[src/rtl/fb_mem_arbiter.sv]
// fb_mem_arbiter
//   Shares one external 16-bit asynchronous SRAM port between the CPU data path
//   and the VGA framebuffer fill path. One requester is granted at a time. Each
//   grant runs a fixed WAIT_CYCLES SRAM access, then holds the requester's
//   acknowledge for ACK_HOLD cycles, then returns to IDLE.
//
// Optional feature (compile-time macro FB_ARB_ROUND_ROBIN_EN):
//   defined   : simultaneous requests are resolved by a last-grant bit
//               (after reset, CPU wins the first tie).
//   undefined : fixed CPU priority.
//
// Ports
//   clk, rst                 rising-edge clock, asynchronous active-low reset
//   cpu_req/we/addr/wdata/be CPU request side (be = byte enables, active high)
//   cpu_rdata, cpu_ack       registered CPU read data and acknowledge
//   vga_re, vga_addr         VGA read request (the VGA path never writes)
//   vga_data, vga_success    registered VGA read data and acknowledge
//   mem_ce_n/oe_n/we_n       SRAM strobes, active low
//   mem_be_n                 SRAM byte enables, active low
//   mem_addr, mem_dq_o       SRAM address and write data
//   mem_dq_oe                data-bus drive enable (high only during writes)
//   mem_dq_i                 SRAM read data
//
// Every output comes straight from a flop. The combinational process computes
// the value each output takes in the next cycle.
module fb_mem_arbiter #(
  parameter int ADDR_W      = 23,
  parameter int DATA_W      = 16,
  parameter int WAIT_CYCLES = 2,   // legal 2..15
  parameter int ACK_HOLD    = 3    // legal 1..7
) (
  input  logic              clk,
  input  logic              rst,
  input  logic              cpu_req,
  input  logic              cpu_we,
  input  logic [ADDR_W-1:0] cpu_addr,
  input  logic [DATA_W-1:0] cpu_wdata,
  input  logic [1:0]        cpu_be,
  output logic [DATA_W-1:0] cpu_rdata,
  output logic              cpu_ack,
  input  logic              vga_re,
  input  logic [ADDR_W-1:0] vga_addr,
  output logic [DATA_W-1:0] vga_data,
  output logic              vga_success,
  output logic              mem_ce_n,
  output logic              mem_oe_n,
  output logic              mem_we_n,
  output logic [1:0]        mem_be_n,
  output logic [ADDR_W-1:0] mem_addr,
  output logic [DATA_W-1:0] mem_dq_o,
  output logic              mem_dq_oe,
  input  logic [DATA_W-1:0] mem_dq_i
);

  localparam logic [3:0] WAIT_LAST = 4'(WAIT_CYCLES - 1);
  localparam logic [2:0] ACK_LAST  = 3'(ACK_HOLD - 1);

  typedef enum logic [1:0] {IDLE, ACCESS, ACK} state_t;

  state_t              state_reg, state_next;
  logic [3:0]          cnt_reg, cnt_next;          // ACCESS cycle index
  logic [2:0]          ack_cnt_reg, ack_cnt_next;  // ACK cycle index
  logic                grant_vga_reg, grant_vga_next;
  logic                we_lat_reg, we_lat_next;

  logic                ce_n_reg, ce_n_next;
  logic                oe_n_reg, oe_n_next;
  logic                we_n_reg, we_n_next;
  logic [1:0]          be_n_reg, be_n_next;
  logic [ADDR_W-1:0]   addr_reg, addr_next;
  logic [DATA_W-1:0]   dq_o_reg, dq_o_next;
  logic                dq_oe_reg, dq_oe_next;
  logic [DATA_W-1:0]   cpu_rdata_reg, cpu_rdata_next;
  logic [DATA_W-1:0]   vga_data_reg, vga_data_next;
  logic                cpu_ack_reg, cpu_ack_next;
  logic                vga_success_reg, vga_success_next;

  logic                pick_vga;
  logic                sel_we;

`ifdef FB_ARB_ROUND_ROBIN_EN
  // 1 = VGA was granted last; reset value VGA hands the first tie to the CPU.
  logic                last_grant_reg, last_grant_next;
`endif

  always_comb begin
    state_next       = state_reg;
    cnt_next         = cnt_reg;
    ack_cnt_next     = ack_cnt_reg;
    grant_vga_next   = grant_vga_reg;
    we_lat_next      = we_lat_reg;
    ce_n_next        = ce_n_reg;
    oe_n_next        = oe_n_reg;
    we_n_next        = we_n_reg;
    be_n_next        = be_n_reg;
    addr_next        = addr_reg;
    dq_o_next        = dq_o_reg;
    dq_oe_next       = dq_oe_reg;
    cpu_rdata_next   = cpu_rdata_reg;
    vga_data_next    = vga_data_reg;
    cpu_ack_next     = cpu_ack_reg;
    vga_success_next = vga_success_reg;
    pick_vga         = 1'b0;
    sel_we           = 1'b0;
`ifdef FB_ARB_ROUND_ROBIN_EN
    last_grant_next  = last_grant_reg;
    pick_vga         = vga_re && (!cpu_req || !last_grant_reg);
`else
    pick_vga         = vga_re && !cpu_req;
`endif

    case (state_reg)
      IDLE: begin
        if (cpu_req || vga_re) begin
          sel_we         = pick_vga ? 1'b0 : cpu_we;
          state_next     = ACCESS;
          cnt_next       = 4'd0;
          grant_vga_next = pick_vga;
          we_lat_next    = sel_we;
`ifdef FB_ARB_ROUND_ROBIN_EN
          last_grant_next = pick_vga;
`endif
          // The output registers double as the request latch, so the access
          // is immune to input changes until it finishes.
          addr_next      = pick_vga ? vga_addr : cpu_addr;
          be_n_next      = pick_vga ? 2'b00 : ~cpu_be;
          if (!pick_vga) dq_o_next = cpu_wdata;
          ce_n_next      = 1'b0;
          oe_n_next      = sel_we;
          we_n_next      = ~sel_we;
          dq_oe_next     = sel_we;
        end
      end

      ACCESS: begin
        if (cnt_reg == WAIT_LAST) begin
          state_next   = ACK;
          ack_cnt_next = 3'd0;
          ce_n_next    = 1'b1;
          oe_n_next    = 1'b1;
          we_n_next    = 1'b1;
          be_n_next    = 2'b11;
          dq_oe_next   = 1'b0;
          if (!we_lat_reg) begin
            if (grant_vga_reg) vga_data_next  = mem_dq_i;
            else               cpu_rdata_next = mem_dq_i;
          end
          if (grant_vga_reg) vga_success_next = 1'b1;
          else               cpu_ack_next     = 1'b1;
        end else begin
          cnt_next = cnt_reg + 4'd1;
          // Release WE one cycle early so write data is held past the edge.
          if (cnt_reg + 4'd1 == WAIT_LAST) we_n_next = 1'b1;
        end
      end

      ACK: begin
        if (ack_cnt_reg == ACK_LAST) begin
          state_next       = IDLE;
          cpu_ack_next     = 1'b0;
          vga_success_next = 1'b0;
        end else begin
          ack_cnt_next = ack_cnt_reg + 3'd1;
        end
      end

      default: state_next = IDLE;
    endcase
  end

  always_ff @(posedge clk or negedge rst) begin
    if (!rst) begin
      state_reg       <= IDLE;
      cnt_reg         <= '0;
      ack_cnt_reg     <= '0;
      grant_vga_reg   <= 1'b0;
      we_lat_reg      <= 1'b0;
      ce_n_reg        <= 1'b1;
      oe_n_reg        <= 1'b1;
      we_n_reg        <= 1'b1;
      be_n_reg        <= 2'b11;
      addr_reg        <= '0;
      dq_o_reg        <= '0;
      dq_oe_reg       <= 1'b0;
      cpu_rdata_reg   <= '0;
      vga_data_reg    <= '0;
      cpu_ack_reg     <= 1'b0;
      vga_success_reg <= 1'b0;
`ifdef FB_ARB_ROUND_ROBIN_EN
      last_grant_reg  <= 1'b1;
`endif
    end else begin
      state_reg       <= state_next;
      cnt_reg         <= cnt_next;
      ack_cnt_reg     <= ack_cnt_next;
      grant_vga_reg   <= grant_vga_next;
      we_lat_reg      <= we_lat_next;
      ce_n_reg        <= ce_n_next;
      oe_n_reg        <= oe_n_next;
      we_n_reg        <= we_n_next;
      be_n_reg        <= be_n_next;
      addr_reg        <= addr_next;
      dq_o_reg        <= dq_o_next;
      dq_oe_reg       <= dq_oe_next;
      cpu_rdata_reg   <= cpu_rdata_next;
      vga_data_reg    <= vga_data_next;
      cpu_ack_reg     <= cpu_ack_next;
      vga_success_reg <= vga_success_next;
`ifdef FB_ARB_ROUND_ROBIN_EN
      last_grant_reg  <= last_grant_next;
`endif
    end
  end

  assign mem_ce_n    = ce_n_reg;
  assign mem_oe_n    = oe_n_reg;
  assign mem_we_n    = we_n_reg;
  assign mem_be_n    = be_n_reg;
  assign mem_addr    = addr_reg;
  assign mem_dq_o    = dq_o_reg;
  assign mem_dq_oe   = dq_oe_reg;
  assign cpu_rdata   = cpu_rdata_reg;
  assign vga_data    = vga_data_reg;
  assign cpu_ack     = cpu_ack_reg;
  assign vga_success = vga_success_reg;

endmodule

[config.mk]
export PLATFORM = sky130hd
export DESIGN_NAME = fb_mem_arbiter
export DESIGN_NICKNAME = d
export VERILOG_FILES = /design/src/rtl/fb_mem_arbiter.sv
export SDC_FILE = /design/constraint.sdc
export NUM_CORES = 1
export LEC_CHECK = 0
export CAP_MARGIN = 40
export CELL_PAD_IN_SITES_DETAIL_PLACEMENT = 1
export CELL_PAD_IN_SITES_GLOBAL_PLACEMENT = 1
export CORE_ASPECT_RATIO = 1.25
export CORE_MARGIN = 10
export CORE_UTILIZATION = 33
export CTS_CLUSTER_SIZE = 24
export DETAILED_ROUTE_END_ITERATION = 10
export GPL_TIMING_DRIVEN = 0
export HOLD_SLACK_MARGIN = 0.05
export PLACE_DENSITY_LB_ADDON = 0.1
export SYNTH_ARGS = -nofsm -noshare
export SYNTH_HDL_FRONTEND = slang
export SYNTH_SLANG_ARGS = --single-unit
[constraint.sdc]
create_clock -name clk -period 2.23 [get_ports clk]
set_clock_uncertainty 0.2 [all_clocks]
set_input_delay 0.3345 -clock clk [delete_from_list [all_inputs] [get_ports clk]]
set_output_delay 0.3345 -clock clk [all_outputs]
set_load 0.01 [all_outputs]
==> impl_metrics.json, run 1 <==
{
  "status": "completed",
  "final_cell_mix": "clkdlybuf4s50_1 (162), dfrtp_1 (85), o21ai_0 (54)",
  "cts_buffers": 9,
  "clockBufferDepth": 2,
  "cts_tree": "built",
  "hold_viol": 0,
  "fillers": 1218,
  "synth.yosys.seq_area_share": 0.585,
  "critPathKind": "flip-flop to flip-flop",
  "route.detailed.drc": 0,
  "grt_usage": 0.153,
  "cts-root-buf": "clkbuf_16",
  "syn_area_um2": 3860,
  "drive_above_1_share": 0.172,
  "yosysWarnings": 0,
  "dp_hpwl_mm": 9.56,
  "wl_mm": 12.4,
  "die_y_um": 141,
  "utilization": 0.526,
  "leakage_nw": 2.51,
  "hold_path_class": "primary input to asynchronous set/reset pin",
  "synth_edf_count": 0,
  "max_slew_margin": 0.535,
  "antenna_found_initial": 0,
  "drv_slew": 0,
  "io_buffers": 163,
  "cap_violations": 0,
  "reg2reg_from": "cnt_reg[0]$_DFFE_PN0P_",
  "syn2layout_area_growth_pct": 57.0,
  "first_pass_iters": 4,
  "yosysUniqueCellTypes": 42,
  "synth_nets": 395,
  "design_area_um2": 6050,
  "tns_ns": 0,
  "clk_latency_ns": 0.34,
  "peakVddDrop_mv": 0.531,
  "worstMarginPinSlew_ns": 0.693,
  "holdWs_ns": 0.253,
  "htreeDepth": 3,
  "arrival_ns": 2.11,
  "core_area_um2": 11500,
  "period_needed_ns": 2.06,
  "ant_nets": 0,
  "cts.clk_slew.worst_paths_ns": 0.06,
  "r2r_cells": 5,
  "yosys_register_bits": 90,
  "drt_iter0_drc": 134,
  "required_ns": 2.28,
  "io_pins": 164,
  "post-route-period-util": 0.925,
  "largest_reg_flops": 23,
  "synth_flop_cell": "dfrtp_1",
  "crit_fanout": 10,
  "dr_total_vias": 3123,
  "r2r-end": "cnt_reg[2]$_DFFE_PN0P_",
  "start_util": 0.335,
  "cellPowerDensity_nw_per_um2": 1390,
  "vias_per_cell": 4.99,
  "gr-total-overflow": 0,
  "diodes": 0,
  "wl_per_cell_um": 19.7,
  "setup_violations": 0,
  "clock-sinks": 90,
  "grt_pass1_wl_mm": 19.8,
  "avgSynthCellArea_um2": 12.6,
  "p_total_mw": 8.40,
  "fmax_mhz": 485,
  "async_reset_ff_frac": 1.00,
  "grt_pass1_vias": 3609,
  "placed_area_um2": 5690,
  "cp-start-kind": "flip-flop",
  "std_cell_rows": 44,
  "mostFrequentLayoutCell": "clkdlybuf4s50_1",
  "fp.dieArea_um2": 16400,
  "layout.nets": 573,
  "die_w_um": 117,
  "gp_congestion": 0.775,
  "synthCells": 305,
  "worstSetupEndpointType": "flip-flop",
  "grt_max_degree": 67,
  "rrSetupSlack_ns": 0.17
}
==> area by class of cell <==
type / count / area (um^2) / share of cell area
flip-flops and latches: 90 / 2260 / 0.373
repair buffers: 167 / 1680 / 0.278
multi-input cells: 188 / 1480 / 0.245
clock buffers: 13 / 280 / 0.0463
well taps: 138 / 173 / 0.0285
plain buffers: 19 / 105 / 0.0174
clock inverters: 3 / 45.0 / 0.00744
inverters: 8 / 30.0 / 0.00496
==> cells by family after synthesis <==
group | count (synthesis) | share of synthesized area
buffers and inverters | 27 | 0.0334
adders and majority gates | 5 | 0.0162
and+or+nand+nor | 36 | 0.0649
AOI/OAI and AO/OA | 95 | 0.140
muxes | 51 | 0.158
xor gates and xnor gates | 1 | 0.00227
DFF | 90 | 0.585
==> power breakdown <==
| group | total, mW | switching, mW | leakage (nW) | internal [mW] |
|---|---|---|---|---|
| logic | 3.88 | 1.68 | 1.28 | 2.20 |
| clock network | 1.64 | 0.645 | 0.154 | 0.992 |
| registers | 2.89 | 0.445 | 1.08 | 2.44 |
| total | 8.40 | 2.77 | 2.51 | 5.63 |
==> worst max-delay path by stage <==
stage	start	end	slack [ns]	depth (start not counted)
floorplan	cnt_reg[2]$_DFFE_PN0P_	vga_data[0]$_DFFE_PN0P_	0.19	5
CTS	vga_re	mem_addr[12]$_DFFE_PN0P_	0.05	6
finish	cnt_reg[0]$_DFFE_PN0P_	cnt_reg[2]$_DFFE_PN0P_	0.17	5
global placement	rst	mem_dq_o[14]$_DFFE_PN0P_	-2.78	1
detailed placement	cpu_req	mem_dq_o[14]$_DFFE_PN0P_	-0.38	4
global route	cpu_req	mem_dq_o[15]$_DFFE_PN0P_	-0.003	4
==> through the flow <==
| step | setup WS, ns | std cells |
|---|---|---|
| after detailed placement | -0.377 | 607 |
| after global routing | -0.00340 | 626 |
| after floorplan | 0.190 | 305 |
| final | 0.167 | 626 |
| after global placement | -2.78 | 606 |
| after CTS | 0.0486 | 626 |
==> layer usage <==
layer  part of all wire  vias to the layer above  global-route usage
met5                  0                        -                   0
met4              0.014                        0              0.0469
met3              0.087                       11              0.0616
met2               0.49                      101               0.252
met1               0.41                     1541               0.176
li1                   -                     1470                   -
==> synth_stat cells (2+ instances only) <==
cell type | number | share of area
mux2_2 | 30 | 0.088
nor4_1 | 3 | 0.0049
clkbuf_1 | 14 | 0.014
o22ai_1 | 23 | 0.037
o21ai_0 | 54 | 0.070
nand2b_1 | 4 | 0.0065
a31o_2 | 2 | 0.0045
or2_2 | 2 | 0.0032
buf_6 | 3 | 0.0088
dfrtp_1 | 85 | 0.55
a21oi_1 | 6 | 0.0078
nor2b_1 | 2 | 0.0032
nand2_1 | 4 | 0.0039
dfstp_2 | 5 | 0.034
nand3_1 | 2 | 0.0026
mux2_1 | 8 | 0.023
ha_1 | 5 | 0.016
mux2_4 | 10 | 0.039
o32ai_1 | 2 | 0.0045
inv_1 | 8 | 0.0078
mux2i_1 | 3 | 0.0078
nor2_1 | 7 | 0.0068
nor3b_1 | 4 | 0.0078
==> critical path, cell delays in order, from the launching register on <==
cell      delay (ns)
dfrtp_1         0.46
ha_1            0.22
buf_2           0.19
nor3b_4         0.20
or4b_2          0.61
o221ai_1        0.09
==> timing repair <==
item,4_1_cts,5_1_grt
setup buffers,2,0
endpoints found under the setup margin,37,11
gates resized for setup,3,7
pin swaps,1,0
cloned,0,0
hold buffers,1,0
hold endpoints to repair,24,0
No activity file was read; power rests on OpenSTA's default activity.
==> run 2: changes to the inputs <==
--- a/config.mk
+++ b/config.mk
@@ -16,6 +16,7 @@
 export GPL_TIMING_DRIVEN = 0
 export HOLD_SLACK_MARGIN = 0.05
 export PLACE_DENSITY_LB_ADDON = 0.1
+export SETUP_SLACK_MARGIN = 0.1
 export SYNTH_ARGS = -nofsm -noshare
 export SYNTH_HDL_FRONTEND = slang
 export SYNTH_SLANG_ARGS = --single-unit
==> impl_metrics.json, run 2 (synthesized netlist as in run 1, its figures left out) <==
{
  "status": "completed",
  "hold_path_class": "primary input to asynchronous set/reset pin",
  "cp-start-kind": "flip-flop",
  "dr_total_vias": 3133,
  "critPathKind": "flip-flop to flip-flop",
  "tns_ns": 0,
  "largest_reg_flops": 23,
  "first_pass_iters": 4,
  "grt_usage": 0.153,
  "leakage_nw": 2.53,
  "wl_mm": 12.4,
  "grt_max_degree": 67,
  "use_met2": 0.252,
  "fmax_mhz": 485,
  "path_cells": "ha_1 -> buf_2 -> nor3b_4 -> or4b_2 -> o221ai_1",
  "fin_cells": 628,
  "die_w_um": 117,
  "clk_latency_ns": 0.34,
  "vias_per_cell": 4.99,
  "max_stage_delay_ns": 0.61,
  "diodes": 0,
  "core_area_um2": 11500,
  "slowest_stage": "or4b_2",
  "post-route-period-util": 0.925,
  "utilization": 0.529,
  "final_cell_mix": "clkdlybuf4s50_1 (162), dfrtp_1 (85), o21ai_0 (54)",
  "fp.dieArea_um2": 16400,
  "die_y_um": 141,
  "use_met1": 0.175,
  "drv_slew": 0,
  "worstSetupEndpointType": "flip-flop",
  "drive_above_1_share": 0.188,
  "clockBufferDepth": 2,
  "hold_viol": 0,
  "route.detailed.drc": 0,
  "io_pins": 164,
  "grt_pass1_vias": 3611,
  "cap_violations": 0,
  "layout.nets": 575,
  "std_cell_rows": 44,
  "mostFrequentLayoutCell": "clkdlybuf4s50_1",
  "worstMarginPinSlew_ns": 0.440,
  "gp_congestion": 0.775,
  "peakVddDrop_mv": 0.534,
  "cts_buffers": 9,
  "cts_tree": "built",
  "wl_per_cell_um": 19.7,
  "use_met3": 0.0616,
  "max_slew_margin": 0.707,
  "placed_cells": 607,
  "required_ns": 2.28,
  "syn2layout_area_growth_pct": 57.7,
  "io_buffers": 163,
  "fillers": 1214,
  "holdWs_ns": 0.254,
  "gr-total-overflow": 0,
  "cts.clk_slew.worst_paths_ns": 0.06,
  "clock-sinks": 90,
  "htreeDepth": 3,
  "period_needed_ns": 2.06,
  "crit_fanout": 10,
  "cts-root-buf": "clkbuf_16",
  "ant_nets": 0,
  "grt.busiest_layer": "met2",
  "setup_violations": 0,
  "grt_pass1_wl_mm": 19.8,
  "rsz0062_at_grt": "true",
  "dp_hpwl_mm": 9.56,
  "arrival_ns": 2.11,
  "drt_iter0_drc": 121,
  "start_util": 0.335,
  "cellPowerDensity_nw_per_um2": 1390,
  "antenna_found_initial": 0
}
## run 2: metrics by stage
step / total power [mW] / setup slack (ns) / instance area, um^2
final: 8.44 / 0.167 / 6080
after global routing: 9.02 / 0.0891 / 6080
after CTS: 8.53 / 0.140 / 6050
after detailed placement: 6.81 / -0.377 / 5690
after global placement: 6.68 / -2.78 / 5660
after floorplan: 4.63 / 0.190 / 3860
## run 2: worst max-delay path, delay by kind of cell (launching register included)
kind	cells	cell delay (ns)
flip-flops	1	0.46
AND/OR/NAND/NOR	2	0.81
AO/OA/AOI/OAI	1	0.09
buffers and inverters	1	0.19
adder cells (fa/ha/maj)	1	0.22
## run 2: metal layers
| layer | routed length [um] | vias to the layer above |
|---|---|---|
| met5 | 0 | - |
| met4 | 170 | 0 |
| met3 | 1090 | 11 |
| met2 | 6040 | 105 |
| met1 | 5090 | 1546 |
| li1 | - | 1471 |
## run 2: area by class of cell
| type | count | area (um^2) | share of cell area |
|---|---|---|---|
| buffer | 19 | 109 | 0.0179 |
| tap | 138 | 173 | 0.0284 |
| clock buffer | 13 | 280 | 0.0461 |
| inverter | 8 | 30.0 | 0.00494 |
| sequential | 90 | 2260 | 0.371 |
| multi-input combinational | 188 | 1490 | 0.245 |
| clock inverter | 3 | 45.0 | 0.00740 |
| timing repair buffer | 169 | 1700 | 0.279 |
## run 2: report_power, final
part / internal (mW) / switching [mW]
Combinational: 2.22 / 1.69
Sequential: 2.44 / 0.445
Clock: 0.992 / 0.646
## run 2: final timing paths
kind | startpoint | to | slack, ns | depth (start not counted)
max in group asynchronous | rst | mem_be_n[0]$_DFFE_PN1P_ | 0.91 | 3
worst max register to register | cnt_reg[0]$_DFFE_PN0P_ | cnt_reg[2]$_DFFE_PN0P_ | 0.17 | 5
worst min register to register | cpu_rdata[11]$_DFFE_PN0P_ | cpu_rdata[11]$_DFFE_PN0P_ | 0.30 | 1
worst max-delay path | cnt_reg[0]$_DFFE_PN0P_ | cnt_reg[2]$_DFFE_PN0P_ | 0.17 | 5
min in group clk | cpu_rdata[11]$_DFFE_PN0P_ | cpu_rdata[11]$_DFFE_PN0P_ | 0.30 | 1
worst min-delay path | rst | ack_cnt_reg[2]$_DFFE_PN0P_ | 0.25 | 2
## run 2: what timing repair did
action	CTS	global route
hold buffers	1	0
gates resized for setup	5	13
hold endpoints to repair	24	0
setup buffers	2	2
pin swaps	1	0
setup endpoints to repair	50	38
